==> src/rtl/fmo_writeback.sv <==
// FMO tile writeback: reads a finished tile out of the FMO RAM and packs it into valid/ready bus words.
// Define FMO_WB_RELU_EN to clamp negative pixels to zero on the way out.

package irb_pkg;
   localparam int unsigned PX_W       = 8;
   localparam int unsigned FMO_N_ELEM = 64;
endpackage

module fmo_writeback #(
   parameter int unsigned PX_W        = irb_pkg::PX_W,
   parameter int unsigned N_ELEM      = irb_pkg::FMO_N_ELEM,
   parameter int unsigned PX_PER_WORD = 4
) (
   input  logic                            clk,
   input  logic                            rst_n,
   input  logic                            start,
   input  logic [$clog2(N_ELEM+1)-1:0]     n_px,
   output logic [$clog2(N_ELEM)-1:0]       ram_addr,
   input  logic [PX_W-1:0]                 ram_res,
   output logic [PX_W*PX_PER_WORD-1:0]     wb_data,
   output logic [PX_PER_WORD-1:0]          wb_keep,
   output logic                            wb_last,
   output logic                            wb_valid,
   input  logic                            wb_ready,
   output logic                            busy,
   output logic                            done
);

   localparam int unsigned CNT_W  = $clog2(N_ELEM+1);
   localparam int unsigned ADDR_W = $clog2(N_ELEM);
   localparam int unsigned DATA_W = PX_W*PX_PER_WORD;
   localparam int unsigned LANE_W = $clog2(PX_PER_WORD+1);

   typedef enum logic [1:0] {IDLE, RD, CAP, SEND} state_t;

   state_t              state_q, state_d;
   logic [CNT_W-1:0]    n_px_q, n_px_d;
   logic [CNT_W-1:0]    px_q, px_d;
   logic [LANE_W-1:0]   iss_q, iss_d;
   logic [LANE_W-1:0]   lane_q, lane_d;
   logic                pend_q, pend_d;
   logic [ADDR_W-1:0]   ram_addr_q, ram_addr_d;
   logic [DATA_W-1:0]   wb_data_q, wb_data_d;
   logic [PX_PER_WORD-1:0] wb_keep_q, wb_keep_d;
   logic                wb_last_q, wb_last_d;
   logic                wb_valid_q, wb_valid_d;
   logic                busy_q, busy_d;
   logic                done_q, done_d;
   logic [PX_W-1:0]     px_val;

   // Pixel as it will be packed into the word
   always_comb begin
      px_val = ram_res;
`ifdef FMO_WB_RELU_EN
      if (ram_res[PX_W-1]) px_val = '0;
`endif
   end

   always_comb begin
      state_d    = state_q;
      n_px_d     = n_px_q;
      px_d       = px_q;
      iss_d      = iss_q;
      lane_d     = lane_q;
      pend_d     = 1'b0;
      ram_addr_d = ram_addr_q;
      wb_data_d  = wb_data_q;
      wb_keep_d  = wb_keep_q;
      wb_last_d  = wb_last_q;
      wb_valid_d = wb_valid_q;
      busy_d     = busy_q;
      done_d     = 1'b0;

      // pend_q: the RAM is returning data for the address issued last cycle
      if (pend_q) begin
         for (int k = 0; k < int'(PX_PER_WORD); k++) begin
            if (lane_q == LANE_W'(k)) begin
               wb_data_d[k*PX_W +: PX_W] = px_val;
               wb_keep_d[k]              = 1'b1;
            end
         end
         lane_d = lane_q + LANE_W'(1);
      end

      // px counts addresses already issued; iss is the lane of the address on ram_addr
      case (state_q)
         IDLE: begin
            if (start) begin
               n_px_d    = (n_px > CNT_W'(N_ELEM)) ? CNT_W'(N_ELEM) : n_px;
               iss_d     = '0;
               lane_d    = '0;
               wb_data_d = '0;
               wb_keep_d = '0;
               wb_last_d = 1'b0;
               if (n_px_d == '0) begin
                  done_d = 1'b1;
               end else begin
                  state_d    = RD;
                  busy_d     = 1'b1;
                  ram_addr_d = '0;
                  px_d       = CNT_W'(1);
               end
            end
         end
         RD: begin
            pend_d = 1'b1;
            if (iss_q == LANE_W'(PX_PER_WORD-1) || px_q == n_px_q) begin
               state_d = CAP;
            end else begin
               ram_addr_d = ADDR_W'(px_q);
               px_d       = px_q + CNT_W'(1);
               iss_d      = iss_q + LANE_W'(1);
            end
         end
         CAP: begin
            state_d    = SEND;
            wb_valid_d = 1'b1;
            wb_last_d  = (px_q == n_px_q);
         end
         SEND: begin
            if (wb_ready) begin
               wb_valid_d = 1'b0;
               wb_data_d  = '0;
               wb_keep_d  = '0;
               wb_last_d  = 1'b0;
               lane_d     = '0;
               iss_d      = '0;
               if (px_q == n_px_q) begin
                  state_d = IDLE;
                  done_d  = 1'b1;
                  busy_d  = 1'b0;
               end else begin
                  state_d    = RD;
                  ram_addr_d = ADDR_W'(px_q);
                  px_d       = px_q + CNT_W'(1);
               end
            end
         end
         default: state_d = IDLE;
      endcase
   end

   always_ff @(posedge clk) begin
      if (!rst_n) begin
         state_q    <= IDLE;
         n_px_q     <= '0;
         px_q       <= '0;
         iss_q      <= '0;
         lane_q     <= '0;
         pend_q     <= 1'b0;
         ram_addr_q <= '0;
         wb_data_q  <= '0;
         wb_keep_q  <= '0;
         wb_last_q  <= 1'b0;
         wb_valid_q <= 1'b0;
         busy_q     <= 1'b0;
         done_q     <= 1'b0;
      end else begin
         state_q    <= state_d;
         n_px_q     <= n_px_d;
         px_q       <= px_d;
         iss_q      <= iss_d;
         lane_q     <= lane_d;
         pend_q     <= pend_d;
         ram_addr_q <= ram_addr_d;
         wb_data_q  <= wb_data_d;
         wb_keep_q  <= wb_keep_d;
         wb_last_q  <= wb_last_d;
         wb_valid_q <= wb_valid_d;
         busy_q     <= busy_d;
         done_q     <= done_d;
      end
   end

   assign ram_addr = ram_addr_q;
   assign wb_data  = wb_data_q;
   assign wb_keep  = wb_keep_q;
   assign wb_last  = wb_last_q;
   assign wb_valid = wb_valid_q;
   assign busy     = busy_q;
   assign done     = done_q;

endmodule

==> config.mk <==
export PLATFORM = sky130hd
export DESIGN_NAME = fmo_writeback
export DESIGN_NICKNAME = d
export VERILOG_FILES = /design/src/rtl/fmo_writeback.sv
export SDC_FILE = /design/constraint.sdc
export NUM_CORES = 1
export LEC_CHECK = 0
export ABC_AREA = 1
export CORE_MARGIN = 4
export CORE_UTILIZATION = 35
export DETAILED_ROUTE_END_ITERATION = 10
export GPL_ROUTABILITY_DRIVEN = 0
export PLACE_DENSITY = 0.6
export SYNTH_ARGS = -nofsm -noshare
export SYNTH_HDL_FRONTEND = slang
export SYNTH_SLANG_ARGS = --single-unit
export TNS_END_PERCENT = 20
==> constraint.sdc <==
create_clock -name clk -period 4.55 [get_ports clk]
set_input_delay 0.455 -clock clk [delete_from_list [all_inputs] [get_ports clk]]
set_output_delay 0.455 -clock clk [all_outputs]
set_load 0.03 [all_outputs]
Yosys cells after proc, flatten, opt, wreduce, memory -nomap -nowiden. Index checks and enable logic that the tools add are counted.

Add/subtract/negate cells: 3. Order comparisons: 1. Equality and inequality tests: 15. Multiplexer cells: 58. Reductions and logical operators: 15.

Operators with widths (number): 32-bit 2-to-1 mux (3); 32-bit case mux with 2 select lines (1); 7-bit 2-to-1 mux (6); 8-bit 2-to-1 mux (4); 6-bit 2-to-1 mux (5); 7-bit case mux with 3 select lines (1); 3-bit 2-to-1 mux (6); 6-bit case mux with 3 select lines (1); 1-bit 2-to-1 mux (16); 2-bit != test, second input constant (7); 4-bit 2-to-1 mux (3); 3-bit by 2-bit == test with 1-bit output, second input constant (3); 3-bit case mux with 3 select lines (1); 2-bit 2-to-1 mux (4); 2-bit case mux with 4 select lines (1); 4-bit case mux with 2 select lines (1); 4-bit AND reduction (2); 7-bit by 1-bit adder with 7-bit output, second input constant (1); 7-bit == test (1); 7-bit greater-than comparator, second input constant (1); 7-bit logical NOT (1); 3-bit by 1-bit adder with 3-bit output, second input constant (2); 1-bit case mux with 2 select lines (3); 3-bit case mux with 2 select lines (1); other kinds (13) (17).

Register bits: 69. Bits of input ports: 19. Output and inout port bits: 46. Word-level logic and storage cells: 105.

Longest topological paths before layout. Gate-level depths: netlist of the first run.

Depth after elaboration: 6. Mapped depth: 12. Depth with buffers taken out: 12.

Worst setup path before layout of the first run. OpenSTA, ideal clock, no wires.

Path type: register -> register. From: reg state_q[0]. To: reg ram_addr_q[1] (netlist: ram_addr[1]). Library setup time: 0.113 ns. Data arrival time: 1.828 ns. Data required time: 4.437 ns. Slack: 2.609 ns. Cell stages (with the launch flop): 12. Buffers on the path: 2. Period minus slack after synthesis: 1.941 ns. Cells stage by stage: dfxtp_1 -> clkbuf_1 -> inv_1 -> ha_1 -> inv_1 -> or2_1 -> nand2_2 -> nor2_2 -> buf_2 -> nand4_1 -> nand2_1 -> nor2_1.

Word-level cells in the longest chain between the ends: 3. Elaborated cells between the ends (all ways): 11. Those cells by class: eq/ne: 7; mux: 1; reduce/logical: 3.

Ends and longest elaborated chain: start, declared (RTL line 36) `state_t state_q, state_d;`; start signal, assigned (RTL line 159) `state_q <= state_d;`; 2-bit by 1-bit == test with 1-bit output (tied with other cells) (RTL line 86) `case (state_q)`; 2-bit != test (no line) / 3-bit nonzero test (equally long branches); 6-bit AND reduction (no line); end signal, assigned (RTL line 165) `ram_addr_q <= ram_addr_d;`; end, declared (RTL line 42) `logic [ADDR_W-1:0] ram_addr_q, ram_addr_d;`.

Several ways; a longest one is shown, not always the timed one. A chain may end at the register's enable or synchronous reset.

Final worst setup path of the first run.
From: reg state_q[0]. To: reg px_q[3].

Word-level cells in the longest chain between the ends: 3. Elaborated cells between the ends (all ways): 11. Those cells by class: eq/ne: 7; mux: 1; reduce/logical: 3.

Ends and longest elaborated chain: 2-bit by 1-bit == test with 1-bit output (tied with other cells) (RTL line 86); 2-bit != test (no line) / 3-bit nonzero test (equally long branches); 6-bit AND reduction (no line); end signal, assigned (RTL line 161) `px_q <= px_d;`; end, declared (RTL line 38) `logic [CNT_W-1:0] px_q, px_d;`.

Several ways; a longest one is shown, not always the timed one.

==> flow_summary.json, run 1 <==
{
  "outcome": "complete, no violations",
  "grt_usage": 0.155,
  "hold_ws_ns": 0.444,
  "core_um2": 8720,
  "viasPerCell": 4.96,
  "synth_top_family_by_area": "simple AND/OR/NAND/NOR gates",
  "synth_compound_area_frac": 0.130,
  "tightest_slew_ns": 0.641,
  "port_buffers": 64,
  "wl_um": 7650,
  "endpoint": "px_q[3]",
  "grt_max_degree": 40,
  "dieArea_um2": 10600,
  "rsz0062_at_grt": "false",
  "wl_per_cell_um": 13.0,
  "register_area_um2": 1380,
  "worst_clock_skew_ns": 0.00868,
  "synth_async_sr_flop_share": 0,
  "syn_inst": 419,
  "cts-htree-levels": 3,
  "seq_area_frac_synth": 0.439,
  "cp.required_ns": 4.82,
  "synth_edf_count": 0,
  "drt_iter0_drc": 273,
  "critical_path.max_stage_delay_ns": 0.54,
  "wl_met2_um": 3540,
  "cp_data_arrival_time_ns": 2.59,
  "pwr-share-clk": 0.224,
  "yosysUniqueCellTypes": 32,
  "cts_tree": "done",
  "syn-num-nets": 450,
  "ir_drop_mv": 0.268,
  "hp-class": "flip-flop to flip-flop",
  "fp.dieW_um": 103,
  "wl_met1_um": 3680,
  "pwr-share-comb": 0.409,
  "cp_num_buf_inv": 3,
  "grt_pass1_vias": 2653,
  "rrSetupSlack_ns": 2.23,
  "synth.area.top_cells": "dfxtp_1, nand2_1, a21oi_1, nand4_1, ha_1",
  "worst-path-stages": 10,
  "min_period_ns": 2.32,
  "power_density_nw_per_um2": 532,
  "crit_chain": "inv_1 > ha_1 > inv_1 > or2_1 > nand2_2 > nor2_2 > nand3_4 > inv_2 > nor2_1 > nor2_1",
  "p_sw_frac": 0.415,
  "synth_adder_area_share": 0.0477,
  "cp_slowest_cell": "dfxtp_1",
  "yosys.area.top_type": "dfxtp_1",
  "finalSetupViolations": 0,
  "routed.top_layer": "met4",
  "drc": 0,
  "crit_type": "flip-flop to flip-flop",
  "numCtsBuffers": 9,
  "crit_family": "simple AND/OR/NAND/NOR gates",
  "area_growth_pct": 28.0,
  "grt_pass1_wl_um": 13000,
  "maxSlewViolCount": 0,
  "antenna_found_initial": 0,
  "synth_area_per_cell_um2": 7.51,
  "core.rowCount": 34,
  "drive_gt1_frac": 0.0856,
  "postRouteAntennaNets": 0,
  "r2r_start": "state_q[0]",
  "cts_setup_buffers": 0,
  "startpoint": "state_q[0]",
  "dr.pass1.iters": 4,
  "cts.hold.buffers_added": 0,
  "fin_area_um2": 4030,
  "synth-simple-area-share": 0.301,
  "diodes": 0,
  "clk_path_buf_depth": 2,
  "drv_cap": 0,
  "die_h_um": 103,
  "post-route-util": 0.462,
  "pin_count": 65,
  "ys.flop_type": "dfxtp_1",
  "timing.rr.end": "px_q[3]",
  "synth.most_common_cell": "nand2_1",
  "yosys-top-cells-count": "nand2_1, dfxtp_1, a21oi_1",
  "grt-ovfl-total": 0,
  "ys_warn_count": 0,
  "clock.fmax_ghz": 0.431,
  "wl_met3_um": 367,
  "initial_core_util": 0.361,
  "fin_tns_setup_ns": 0,
  "clock-sinks": 69,
  "dp.final_hpwl_um": 5560,
  "p_seq_frac": 0.366,
  "nFillCells": 888,
  "relSlewSlack": 0.572,
  "ys_seq_elements": 69,
  "power_mw": 2.14,
  "synth-xor-area-share": 0.00557,
  "synth_top_area_frac": 0.439,
  "worst-r2r-cell-count": 10,
  "path_clk_slew_ns": 0.07,
  "multi_input_area_um2": 1540,
  "syn_area_um2": 3150,
  "post_cts_resized": 0,
  "worstHoldStart": "wb_keep[0]",
  "internal_power_mw": 1.25,
  "clk_latency_ns": 0.34,
  "root_buffer": "clkbuf_8",
  "hold_viol": 0,
  "post-route-period-util": 0.510,
  "cellLeakagePower_nw": 1.47,
  "finalNetCount": 506,
  "postPlaceCellArea_um2": 3840,
  "synthMuxAreaShare": 0.00318,
  "crit_fanout": 15,
  "end_kind": "flip-flop",
  "routed-via-count": 2909,
  "cp-start-kind": "flip-flop",
  "switching_power_uw": 889
}
-- state kept, by name, indices dropped and copies added (netlist names), 2 cells and up --
register / cells
iss_q: 3
state_q: 2
wb_data: 32
lane_q: 3
ram_addr: 6
wb_keep: 4
n_px_q: 7
px_q: 7
-- power by group through the flow --
stage | combinational (mW) | sequential (mW) | clock [mW]
global route | 0.995 | 0.800 | 0.525
detailed placement | 0.882 | 0.797 | 0
CTS | 0.886 | 0.784 | 0.499
global placement | 0.875 | 0.796 | 0
floorplan | 0.584 | 0.859 | 0
finish | 0.877 | 0.785 | 0.480
-- cell type report --
type / instances / area share
multi-input combinational: 294 / 0.381
sequential: 69 / 0.343
timing repair buffer: 66 / 0.163
tap: 108 / 0.0336
inverter: 35 / 0.0326
clock buffer: 9 / 0.0308
clock inverter: 6 / 0.0162
-- cells by family after synthesis --
logic type / Yosys count
simple gates: 205
fa+ha+maj: 12
compound gates: 74
flops: 69
xor+xnor: 2
buf+inv: 56
mux: 1
-- metrics by stage --
stage                     worst slack, ns  instances
after global routing                 1.91        587
after floorplan                      2.61        419
after CTS                            2.22        587
after global placement               2.30        572
final                                2.23        587
after detailed placement             2.23        572
-- how the worst min path moves through the flow --
| stage | end | slack (ns) | cells past startpoint |
|---|---|---|---|
| after global routing | wb_keep[1] | 0.47 | 2 |
| final | wb_keep[0] | 0.44 | 2 |
| after global placement | wb_keep[0] | 0.43 | 2 |
| after CTS | wb_keep[0] | 0.45 | 2 |
| after detailed placement | wb_keep[0] | 0.44 | 2 |
| after floorplan | iss_q[0] | 0.44 | 2 |
-- cell usage in the layout, fill, tap and decap left out, drive strengths merged --
| master | count |
|---|---|
| or2 | 3 |
| clkinv | 2 |
| xnor2 | 2 |
| clkdlybuf4s50 | 64 |
| nand2 | 105 |
| nor2 | 44 |
| inv | 34 |
| o21ai | 7 |
| mux2i | 1 |
| ha | 12 |
| clkbuf | 9 |
| nand3 | 17 |
| a21o | 1 |
| dfxtp | 69 |
| buf | 2 |
| bufinv | 1 |
| o211ai | 1 |
| nand3b | 1 |
| clkinvlp | 4 |
| a211oi | 6 |
| nand4 | 35 |
| a21oi | 58 |
| o21bai | 1 |
-- worst min-delay path, delay by kind of cell, from the launching register on --
family	cells	cell delay (ns)
flops	1	0.31
buf+inv	1	0.04
compound gates	1	0.04
-- per-layer routing --
metal | track usage | vias to the layer above
met5 | 0 | -
met2 | 0.239 | 54
met3 | 0.0379 | 4
met1 | 0.214 | 1344
li1 | - | 1507
met4 | 0.0478 | 0
Note: power is estimated with default switching activity, not from simulation.
==> run 2, diff against run 1 <==
==> constraint.sdc (replaced) <==
create_clock -name clk -period 2.4 [get_ports clk]
set_input_delay 0.24 -clock clk [delete_from_list [all_inputs] [get_ports clk]]
set_output_delay 0.24 -clock clk [all_outputs]
set_load 0.03 [all_outputs]
==> flow_summary.json, run 2 (synthesis gave the netlist of run 1 again) <==
{
  "critical_path.max_stage_delay_ns": 0.48,
  "finalSetupViolations": 0,
  "core_um2": 8720,
  "path_clk_slew_ns": 0.08,
  "post_cts_resized": 0,
  "pwr-share-comb": 0.425,
  "startpoint": "state_q[1]",
  "drive_gt1_frac": 0.0969,
  "postRouteAntennaNets": 0,
  "grt_max_degree": 40,
  "diodes": 0,
  "p_seq_frac": 0.365,
  "dp.final_hpwl_um": 5670,
  "pwr-share-clk": 0.210,
  "placed_cells": 577,
  "cts.hold.buffers_added": 0,
  "grt_pass1_wl_um": 12700,
  "endpoint": "px_q[3]",
  "finalNetCount": 511,
  "port_buffers": 64,
  "power_density_nw_per_um2": 999,
  "fin_tns_setup_ns": 0,
  "r2r_start": "state_q[1]",
  "grt_usage": 0.153,
  "clock-sinks": 69,
  "cts_setup_buffers": 0,
  "viasPerCell": 4.91,
  "p_sw_frac": 0.426,
  "rrSetupSlack_ns": 0.29,
  "grt-ovfl-total": 0,
  "relSlewSlack": 0.606,
  "drc": 0,
  "hold_ws_ns": 0.447,
  "cp-start-kind": "flip-flop",
  "wl_per_cell_um": 13.2,
  "die_h_um": 103,
  "largest_reg_flops": 32,
  "postPlaceCellArea_um2": 3880,
  "cts_tree": "done",
  "antenna_found_initial": 0,
  "dr.pass1.iters": 5,
  "maxSlewViolCount": 0,
  "worst-r2r-cell-count": 10,
  "hp-class": "flip-flop to flip-flop",
  "core.rowCount": 34,
  "fin_area_um2": 4050,
  "switching_power_mw": 1.72,
  "power_mw": 4.05,
  "cts-htree-levels": 3,
  "ir_drop_mv": 0.445,
  "pin_count": 65,
  "min_period_ns": 2.11,
  "most-common-layout-cells": "nand2_1, dfxtp_1, clkdlybuf4s50_1, a21oi_1, nor2_1",
  "end_kind": "flip-flop",
  "timing.rr.end": "px_q[3]",
  "clock.fmax_ghz": 0.475,
  "area_growth_pct": 28.8,
  "nFillCells": 885,
  "grt_pass1_vias": 2632,
  "drt_iter0_drc": 244,
  "internal_power_mw": 2.32,
  "routed-via-count": 2911,
  "outcome": "complete, no violations",
  "stdcell_count": 593,
  "clk_path_buf_depth": 2,
  "clk_latency_ns": 0.34,
  "crit_type": "flip-flop to flip-flop",
  "dieArea_um2": 10600,
  "mostFrequentLayoutCell": "nand2_1",
  "crit_fanout": 13,
  "initial_core_util": 0.361,
  "rsz0062_at_grt": "false",
  "wl_um": 7800,
  "cp_data_arrival_time_ns": 2.38,
  "drv_cap": 0,
  "tightest_slew_ns": 0.590,
  "setup_slack_ns": 0.293,
  "pre_cts_slack_ns": 0.314,
  "cp.required_ns": 2.67,
  "crit_chain": "inv_1 > ha_1 > inv_1 > or2_1 > nand2_2 > nor2_2 > nand3_4 > inv_2 > nor2_1 > nor2_1",
  "numCtsBuffers": 9,
  "root_buffer": "clkbuf_8",
  "worst_clock_skew_ns": 0.00794,
  "post-route-period-util": 0.878,
  "fp.dieW_um": 103,
  "post-route-util": 0.465,
  "hold_viol": 0,
  "cellLeakagePower_nw": 1.50,
  "cp_slowest_cell": "nor2_2"
}
[run 2: cell count changes in the layout (fill, tap and decap cells not counted)]
cell | previous run | this run
bufinv_16 | 1 | 0
inv_6 | 0 | 1
buf_4 | 2 | 7
clkinv_4 | 0 | 2
clkinvlp_4 | 4 | 2
clkinv_2 | 1 | 2
[run 2: power by group through the flow]
| stage | combinational (mW) | clock (mW) | sequential, mW |
|---|---|---|---|
| 2_1_floorplan | 1.11 | 0 | 1.63 |
| 3_3_place_gp | 1.71 | 0 | 1.50 |
| 3_5_place_dp | 1.72 | 0 | 1.51 |
| 4_1_cts | 1.73 | 0.875 | 1.48 |
| 5_1_grt | 1.93 | 0.921 | 1.51 |
| 6_report | 1.72 | 0.849 | 1.48 |
[run 2: area by class of cell]
cell class / instances / area [µm²] / area share
Timing Repair Buffer: 71 / 693 / 0.171
Sequential cell: 69 / 1380 / 0.341
Tap cell: 108 / 135 / 0.0334
Clock inverter: 7 / 51.3 / 0.0127
Multi-Input combinational cell: 294 / 1540 / 0.379
Clock buffer: 9 / 124 / 0.0306
Inverter: 35 / 131 / 0.0324
[run 2: worst max-delay path: cells and delay by family (launching register included)]
kind	cells	cell delay [ns]
flops	1	0.39
simple gates	6	1.05
fa+ha+maj	1	0.22
buf+inv	3	0.38
[run 2: how the worst min path moves through the flow]
stage | startpoint | end | slack (ns) | cells after the start
6_report | wb_keep[0] | wb_keep[0] | 0.45 | 2
5_1_grt | wb_keep[0] | wb_keep[0] | 0.48 | 2
4_1_cts | wb_keep[0] | wb_keep[0] | 0.45 | 2
3_5_place_dp | wb_keep[0] | wb_keep[0] | 0.44 | 2
3_3_place_gp | wb_keep[0] | wb_keep[0] | 0.43 | 2
2_1_floorplan | ram_res[0] | wb_data[24] | 0.39 | 2
[run 2: layer usage]
metal / GRT usage / up-vias / part of all wire
met5: 0 / - / 0
met4: 0.0568 / 0 / 0.013
met3: 0.0291 / 10 / 0.040
met2: 0.228 / 58 / 0.45
met1: 0.218 / 1325 / 0.50
li1: - / 1518 / -
==> run 3, diff against run 2 <==
--- a/config.mk
+++ b/config.mk
@@ -11,6 +11,7 @@
 export DETAILED_ROUTE_END_ITERATION = 10
 export GPL_ROUTABILITY_DRIVEN = 0
 export PLACE_DENSITY = 0.6
+export RECOVER_POWER = 100
 export SYNTH_ARGS = -nofsm -noshare
 export SYNTH_HDL_FRONTEND = slang
 export SYNTH_SLANG_ARGS = --single-unit
==> flow_summary.json, run 3 (synthesis gave the netlist of run 1 again) <==
{
  "outcome": "complete, no violations",
  "largest_reg_flops": 32,
  "initial_core_util": 0.361,
  "cts_tree": "done",
  "clk_latency_ns": 0.34,
  "postPlaceCellArea_um2": 3880,
  "hold_path_depth": 2,
  "cts-htree-levels": 3,
  "die_h_um": 103,
  "fin_area_um2": 4030,
  "tightest_slew_ns": 0.811,
  "hold_viol": 0,
  "drv_cap": 0,
  "area_growth_pct": 28.2,
  "power_density_nw_per_um2": 986,
  "port_buffers": 64,
  "drive_gt1_frac": 0.0887,
  "cp-start-kind": "flip-flop",
  "pin_count": 65,
  "viasPerCell": 4.91,
  "routed-via-count": 2910,
  "cts.hold.buffers_added": 0,
  "maxSlewViolCount": 0,
  "crit_fanout": 39,
  "most-common-layout-cells": "nand2_1, dfxtp_1, a21oi_1, dlygate4sd3_1, nor2_1",
  "finalSetupViolations": 0,
  "clk_path_buf_depth": 2,
  "ir_drop_mv": 0.431,
  "nFillCells": 888,
  "cts_setup_buffers": 0,
  "post_cts_resized": 0,
  "crit_type": "flip-flop to flip-flop",
  "drc": 0,
  "register_area_um2": 1380,
  "grt-ovfl-total": 0,
  "grt_max_degree": 40,
  "antenna_found_initial": 0,
  "path_clk_slew_ns": 0.08,
  "postRouteAntennaNets": 0,
  "dp.final_hpwl_um": 5670,
  "core.rowCount": 34,
  "clock-sinks": 69,
  "grt_usage": 0.153,
  "diodes": 0,
  "grt_pass1_vias": 2632,
  "mostFrequentLayoutCell": "nand2_1",
  "finalNetCount": 511,
  "grt_pass1_wl_um": 12700,
  "post-route-period-util": 0.893,
  "multi_input_area_um2": 1520,
  "core_um2": 8720,
  "cellLeakagePower_nw": 1.65,
  "wl_um": 7780,
  "worst_clock_skew_ns": 0.00788,
  "fin_tns_setup_ns": 0,
  "worst-r2r-cell-count": 8,
  "hp-class": "flip-flop to flip-flop",
  "end_kind": "flip-flop",
  "cp_data_arrival_time_ns": 2.32,
  "cp.required_ns": 2.58,
  "dr.pass1.iters": 4,
  "wl_per_cell_um": 13.1,
  "root_buffer": "clkbuf_8",
  "rsz0062_at_grt": "false",
  "numCtsBuffers": 9,
  "fp.dieW_um": 103,
  "clock.fmax_ghz": 0.467,
  "dieArea_um2": 10600,
  "relSlewSlack": 0.459,
  "min_period_ns": 2.14,
  "drt_iter0_drc": 212
}
run 3: area by class of cell:
type	count	area share
multi-input cells	294	0.377
flip-flops and latches	69	0.343
repair buffers	71	0.171
well taps	108	0.0335
inverters	35	0.0326
clock buffers	9	0.0307
clock inverters	7	0.0127
run 3: worst paths after layout:
check             slack [ns]         end        from
hold reg to reg         0.44  wb_keep[0]  wb_keep[0]
setup / recovery        0.26  wb_data[1]  state_q[1]
hold / removal          0.44  wb_keep[0]  wb_keep[0]
setup reg to reg        0.26  wb_data[1]  state_q[1]
run 3: where the power goes:
group	switching, mW	internal (mW)
combinational	1.08	0.570
sequential	0.145	1.33
clock	0.472	0.378
total	1.70	2.28
run 3: through the flow:
stage,setup WS [ns],hold WS (ns),total power [mW],instances,util
global route,0.0515,0.474,4.29,593,0.462
global placement,0.417,0.434,3.21,577,0.444
CTS,0.303,0.452,4.09,593,0.465
detailed placement,0.314,0.442,3.23,577,0.444
floorplan,0.459,0.389,2.74,419,-
finish,0.258,0.444,3.98,593,0.462
run 3: per-layer routing:
metal  track usage  share of wire  up-vias
li1              -              -     1523
met1         0.218           0.50     1326
met2         0.228           0.44       54
met3        0.0291          0.039        7
met4        0.0568          0.012        0
met5             0              0        -
run 3: worst max-delay path, cell delays in order (launching register included):
cell,delay (ns)
dfxtp_1,0.40
inv_1,0.10
ha_1,0.22
inv_1,0.12
or2_1,0.12
nand2_2,0.09
o21ai_0,0.17
clkbuf_2,0.66
a21oi_1,0.09
==> RTL edit 1: new RTL, settings of run 3 <==
Re-encode `state_t` (4 states) as Gray code, 2 bits wide.
--- a/src/rtl/fmo_writeback.sv
+++ b/src/rtl/fmo_writeback.sv
@@ -32,5 +32,5 @@
    localparam int unsigned LANE_W = $clog2(PX_PER_WORD+1);
 
-   typedef enum logic [1:0] {IDLE, RD, CAP, SEND} state_t;
+   typedef enum logic [1:0] {IDLE = 2'b00, RD = 2'b01, CAP = 2'b11, SEND = 2'b10} state_t;
 
    state_t              state_q, state_d;
Function: no difference found for any inputs over 10 cycles, from zero or initial values and one cycle with rst_n low; not proved beyond that.
==> RTL edit 1 against run 3 <==
Sequential cell count unchanged. Via count decreased by 0.93%. Area after synthesis grew 0.32%. Setup slack worse by 0.017 ns. Maximum frequency shrank 0.80%. Total power grew 0.90%. Wire length up 1.4%. Cell area about the same. Highest routed layer unchanged.
==> RTL edit 1: results <==
export IMPL_status="complete, no violations"
export IMPL_tightest_slew_ns=0.834
export IMPL_synth_fp_nets=450
export IMPL_first_pass_iters=4
export IMPL_nets=509
export IMPL_skew_ns=0.0109
export IMPL_numCtsBuffers=9
export IMPL_peakVddDrop_mv=0.539
export IMPL_synthArstFlopShare_pct=0
export IMPL_grt_pass1_vias=2611
export IMPL_synth_adder_area_share_pct=4.76
export IMPL_cp_arrival_ns=2.40
export IMPL_antenna_found_initial=0
export IMPL_cp_max_fo=21
export IMPL_dpl_cell_area_sq_um=3880
export IMPL_clk_pin_slew_ns=0.08
export IMPL_portBuffers=64
export IMPL_ctsResizeCount=0
export IMPL_root_buffer="clkbuf_8"
export IMPL_grt_pass1_wl_microns=12600
export IMPL_synth_compound_gate_area_share_pct=12.6
export IMPL_avgSynthCellArea_sq_um=7.53
export IMPL_num_vias=2883
export IMPL_yosysWarnings=0
export IMPL_hp_class="reg2reg"
export IMPL_cts_setup_buffers=0
export IMPL_drive_gt1_share_pct=7.25
export IMPL_wire_per_inst_microns=13.3
export IMPL_finalWirelength_microns=7890
export IMPL_synth_common_cells="nand2_1, dfxtp_1, a21oi_1, nor2_1, nand4_1"
export IMPL_n_antenna_cell=0
export IMPL_clk_path_buf_depth=2
export IMPL_clock_latency_ns=0.35
export IMPL_drt_iter0_drc=124
export IMPL_synth_distinct_cells=33
export IMPL_leakagePower_nw=1.64
export IMPL_ys_seq_area_share_pct=43.8
export IMPL_dp_hpwl_microns=5740
export IMPL_cts_max_level=3
export IMPL_synth_top_flop_cell="dfxtp_1"
export IMPL_grt_max_degree=29
export IMPL_largest_reg_flops=32
export IMPL_synthMuxAreaShare_pct=0.317
export IMPL_placed_cells=575
export IMPL_ys_top_cells_by_area="dfxtp_1, nand2_1, a21oi_1"
export IMPL_synth_xor_area_share_pct=0.555
export IMPL_grt_usage_pct=15.3
## RTL edit 1: changes by cell type after synthesis, sizes merged, moves of 2 or more
cell	before	now
inv	34	36
nand4	35	37
a21oi	58	55
nand3	17	15
## RTL edit 1: worst paths after layout
| kind | to | depth (start not counted) | slack, ns | from |
|---|---|---|---|---|
| worst max register to register | wb_data[25] | 8 | 0.24 | state_q[0] |
| worst min register to register | wb_keep[1] | 2 | 0.45 | wb_keep[1] |
| worst max-delay path | wb_data[25] | 8 | 0.24 | state_q[0] |
| worst min-delay path | wb_keep[1] | 2 | 0.45 | wb_keep[1] |
## RTL edit 1: through the flow
step | util (%) | power [W] | hold WS, ns | worst slack (ns)
2_1_floorplan | - | 0.00279 | 0.366 | 0.726
3_3_place_gp | 44.3 | 0.00325 | 0.437 | 0.324
3_5_place_dp | 44.3 | 0.00326 | 0.443 | 0.246
4_1_cts | 46.3 | 0.00413 | 0.456 | 0.225
5_1_grt | 46.1 | 0.00434 | 0.478 | 0.0441
6_report | 46.1 | 0.00401 | 0.449 | 0.240
## RTL edit 1: critical path: stages, from the launching register on
cell and delay, ns:
dfxtp_1 0.39, inv_1 0.10, ha_1 0.25, inv_1 0.10
or2_1 0.10, nand2_1 0.12, o21ai_2 0.68, buf_12 0.24
a21oi_1 0.06
## RTL edit 1: layer usage
metal / track usage, % / up-vias / wire length (microns)
met5: 0 / - / 0
met1: 21.2 / 1276 / 3900
li1: - / 1511 / -
met2: 22.2 / 83 / 3310
met4: 7.27 / 0 / 122
met3: 3.72 / 13 / 557
## RTL edit 1: cell families after synthesis
| kind of cell | Yosys count |
|---|---|
| AND/OR/NAND/NOR | 206 |
| buffers and inverters | 58 |
| flip-flops | 69 |
| multiplexers | 1 |
| XOR/XNOR | 2 |
| adder cells (fa/ha/maj) | 12 |
| AO/OA/AOI/OAI | 71 |
## RTL edit 1: where the power goes
group | leakage, nW | total, W | internal (W) | switching, W
Clock | 0.0815 | 0.000852 | 0.000403 | 0.000449
Sequential | 0.560 | 0.00146 | 0.00131 | 0.000147
Combinational | 0.997 | 0.00170 | 0.000585 | 0.00112
Total | 1.64 | 0.00401 | 0.00230 | 0.00171
## RTL edit 1: final cells by class
class	count	area, sq um
sequential	69	1380
inverter	37	139
tap	108	135
clock inverter	5	36.3
clock buffer	11	141
fill	879	4730
timing repair buffer	69	688
multi-input combinational	292	1520
==> RTL edit 2: new RTL, flow settings as in run 3 <==
Made on the original files. The parameter `PX_PER_WORD` goes from 4 to 8.
--- a/src/rtl/fmo_writeback.sv
+++ b/src/rtl/fmo_writeback.sv
@@ -10,5 +10,5 @@
    parameter int unsigned PX_W        = irb_pkg::PX_W,
    parameter int unsigned N_ELEM      = irb_pkg::FMO_N_ELEM,
-   parameter int unsigned PX_PER_WORD = 4
+   parameter int unsigned PX_PER_WORD = 8
 ) (
    input  logic                            clk,
Ports: changed (resized wb_data and wb_keep); port bits go from 65 to 101. The function was not compared with the original's and may differ.
==> RTL edit 2 against run 3 <==
Cell area up 44%. Sequential share of layout area up 2.7 points. Wire length up 47%. First-iteration DRC count up 18%. Area after synthesis up 38%. Total power up 25%. Setup slack worse by 0.0025 ns. Highest routed layer unchanged. Critical endpoint is now px_q[0]. Non-clock buffer count up 35. Largest power group is now registers. Sequential cell count up 38.
==> RTL edit 2: results <==
export IMPL_hp_start="wb_data[21]"
export IMPL_root_buffer="clkbuf_16"
export IMPL_grt_met2_usage_pct=25.9
export IMPL_critPathSlowestCell="a21oi_2"
export IMPL_drive_gt1_share_pct=5.30
export IMPL_synth_common_cells="nand2_1, dfxtp_1, a21oi_1, nor2_1, inv_1"
export IMPL_first_pass_iters=4
export IMPL_synth_fp_nets=605
export IMPL_dpl_cell_area_sq_um=5530
export IMPL_status="complete, no violations"
export IMPL_grt_pass1_wl_microns=18600
export IMPL_leakagePower_nw=2.30
export IMPL_ys_seq_area_share_pct=49.2
export IMPL_grt_use_met3_pct=3.06
export IMPL_peakVddDrop_mv=0.473
export IMPL_finalWirelength_microns=11400
export IMPL_synth_distinct_cells=31
export IMPL_cp_arrival_ns=2.42
export IMPL_yosysWarnings=0
export IMPL_grt_usage_pct=16.0
export IMPL_relSlewSlack_pct=40.8
export IMPL_drt_iter0_drc=250
export IMPL_n_antenna_cell=0
export IMPL_via_per_inst=4.73
export IMPL_use_met1_pct=20.8
export IMPL_largest_reg_flops=64
export IMPL_clk_path_buf_depth=2
export IMPL_skew_ns=0.00777
export IMPL_dp_hpwl_microns=8190
export IMPL_nets=703
export IMPL_portBuffers=100
export IMPL_cp_max_fo=20
export IMPL_hp_class="reg2reg"
export IMPL_grt_pass1_vias=3763
export IMPL_grt_max_degree=77
export IMPL_rr_startpoint="state_q[1]"
export IMPL_ys_top_cells_by_area="dfxtp_1, nand2_1, a21oi_1"
export IMPL_antenna_found_initial=0
export IMPL_cts_setup_buffers=0
RTL edit 2: power breakdown:
| part | internal (W) | total [W] | switching, W |
|---|---|---|---|
| sequential | 0.00190 | 0.00201 | 0.000106 |
| combinational | 0.000506 | 0.00159 | 0.00109 |
| clock | 0.000709 | 0.00137 | 0.000661 |
RTL edit 2: cells by family (layout without fill, tap and decap cells):
logic type / Yosys count / in the layout / synth area share, %
simple gates: 287 / 287 / 26.9
mux: 1 / 1 / 0.230
flops: 107 / 107 / 49.2
compound gates: 107 / 107 / 13.7
buf+inv: 57 / 160 / 5.66
fa+ha+maj: 10 / 10 / 2.87
xor+xnor: 7 / 7 / 1.41
RTL edit 2: per-stage QoR:
stage / setup slack, ns / instances / power (W) / hold slack, ns
final: 0.255 / 847 / 0.00497 / 0.462
after global routing: 0.0864 / 847 / 0.00529 / 0.484
after global placement: 0.365 / 831 / 0.00366 / 0.449
after detailed placement: 0.303 / 831 / 0.00369 / 0.456
after CTS: 0.303 / 847 / 0.00507 / 0.466
after floorplan: 0.426 / 576 / 0.00328 / 0.351
RTL edit 2: worst paths after layout:
| check | end | slack (ns) | depth (start not counted) |
|---|---|---|---|
| max | px_q[0] | 0.26 | 7 |
| min | wb_data[21] | 0.46 | 2 |
| max reg2reg | px_q[0] | 0.26 | 7 |
| min reg2reg | wb_data[21] | 0.46 | 2 |
RTL edit 2: layer usage:
layer	vias up	wire length, microns
li1	2058	-
met1	1809	5420
met2	119	5120
met3	18	619
met4	0	248
met5	-	0
RTL edit 2: cell type report:
| class | instances | area [sq um] |
|---|---|---|
| Clock buffer | 11 | 233 |
| Clock inverter | 5 | 37.5 |
| Fill cell | 1204 | 6320 |
| Inverter | 38 | 143 |
| Multi-Input combinational cell | 412 | 1980 |
| Sequential cell | 107 | 2140 |
| Tap cell | 168 | 210 |
| Timing Repair Buffer | 106 | 1050 |
RTL edit 2: critical path, delay by kind of cell, from the launching register on:
family	cells	cell delay (ns)
and+or+nand+nor	2	0.35
AOI/OAI and AO/OA	2	0.86
buffers and inverters	2	0.25
adders and majority gates	1	0.22
DFF	1	0.39
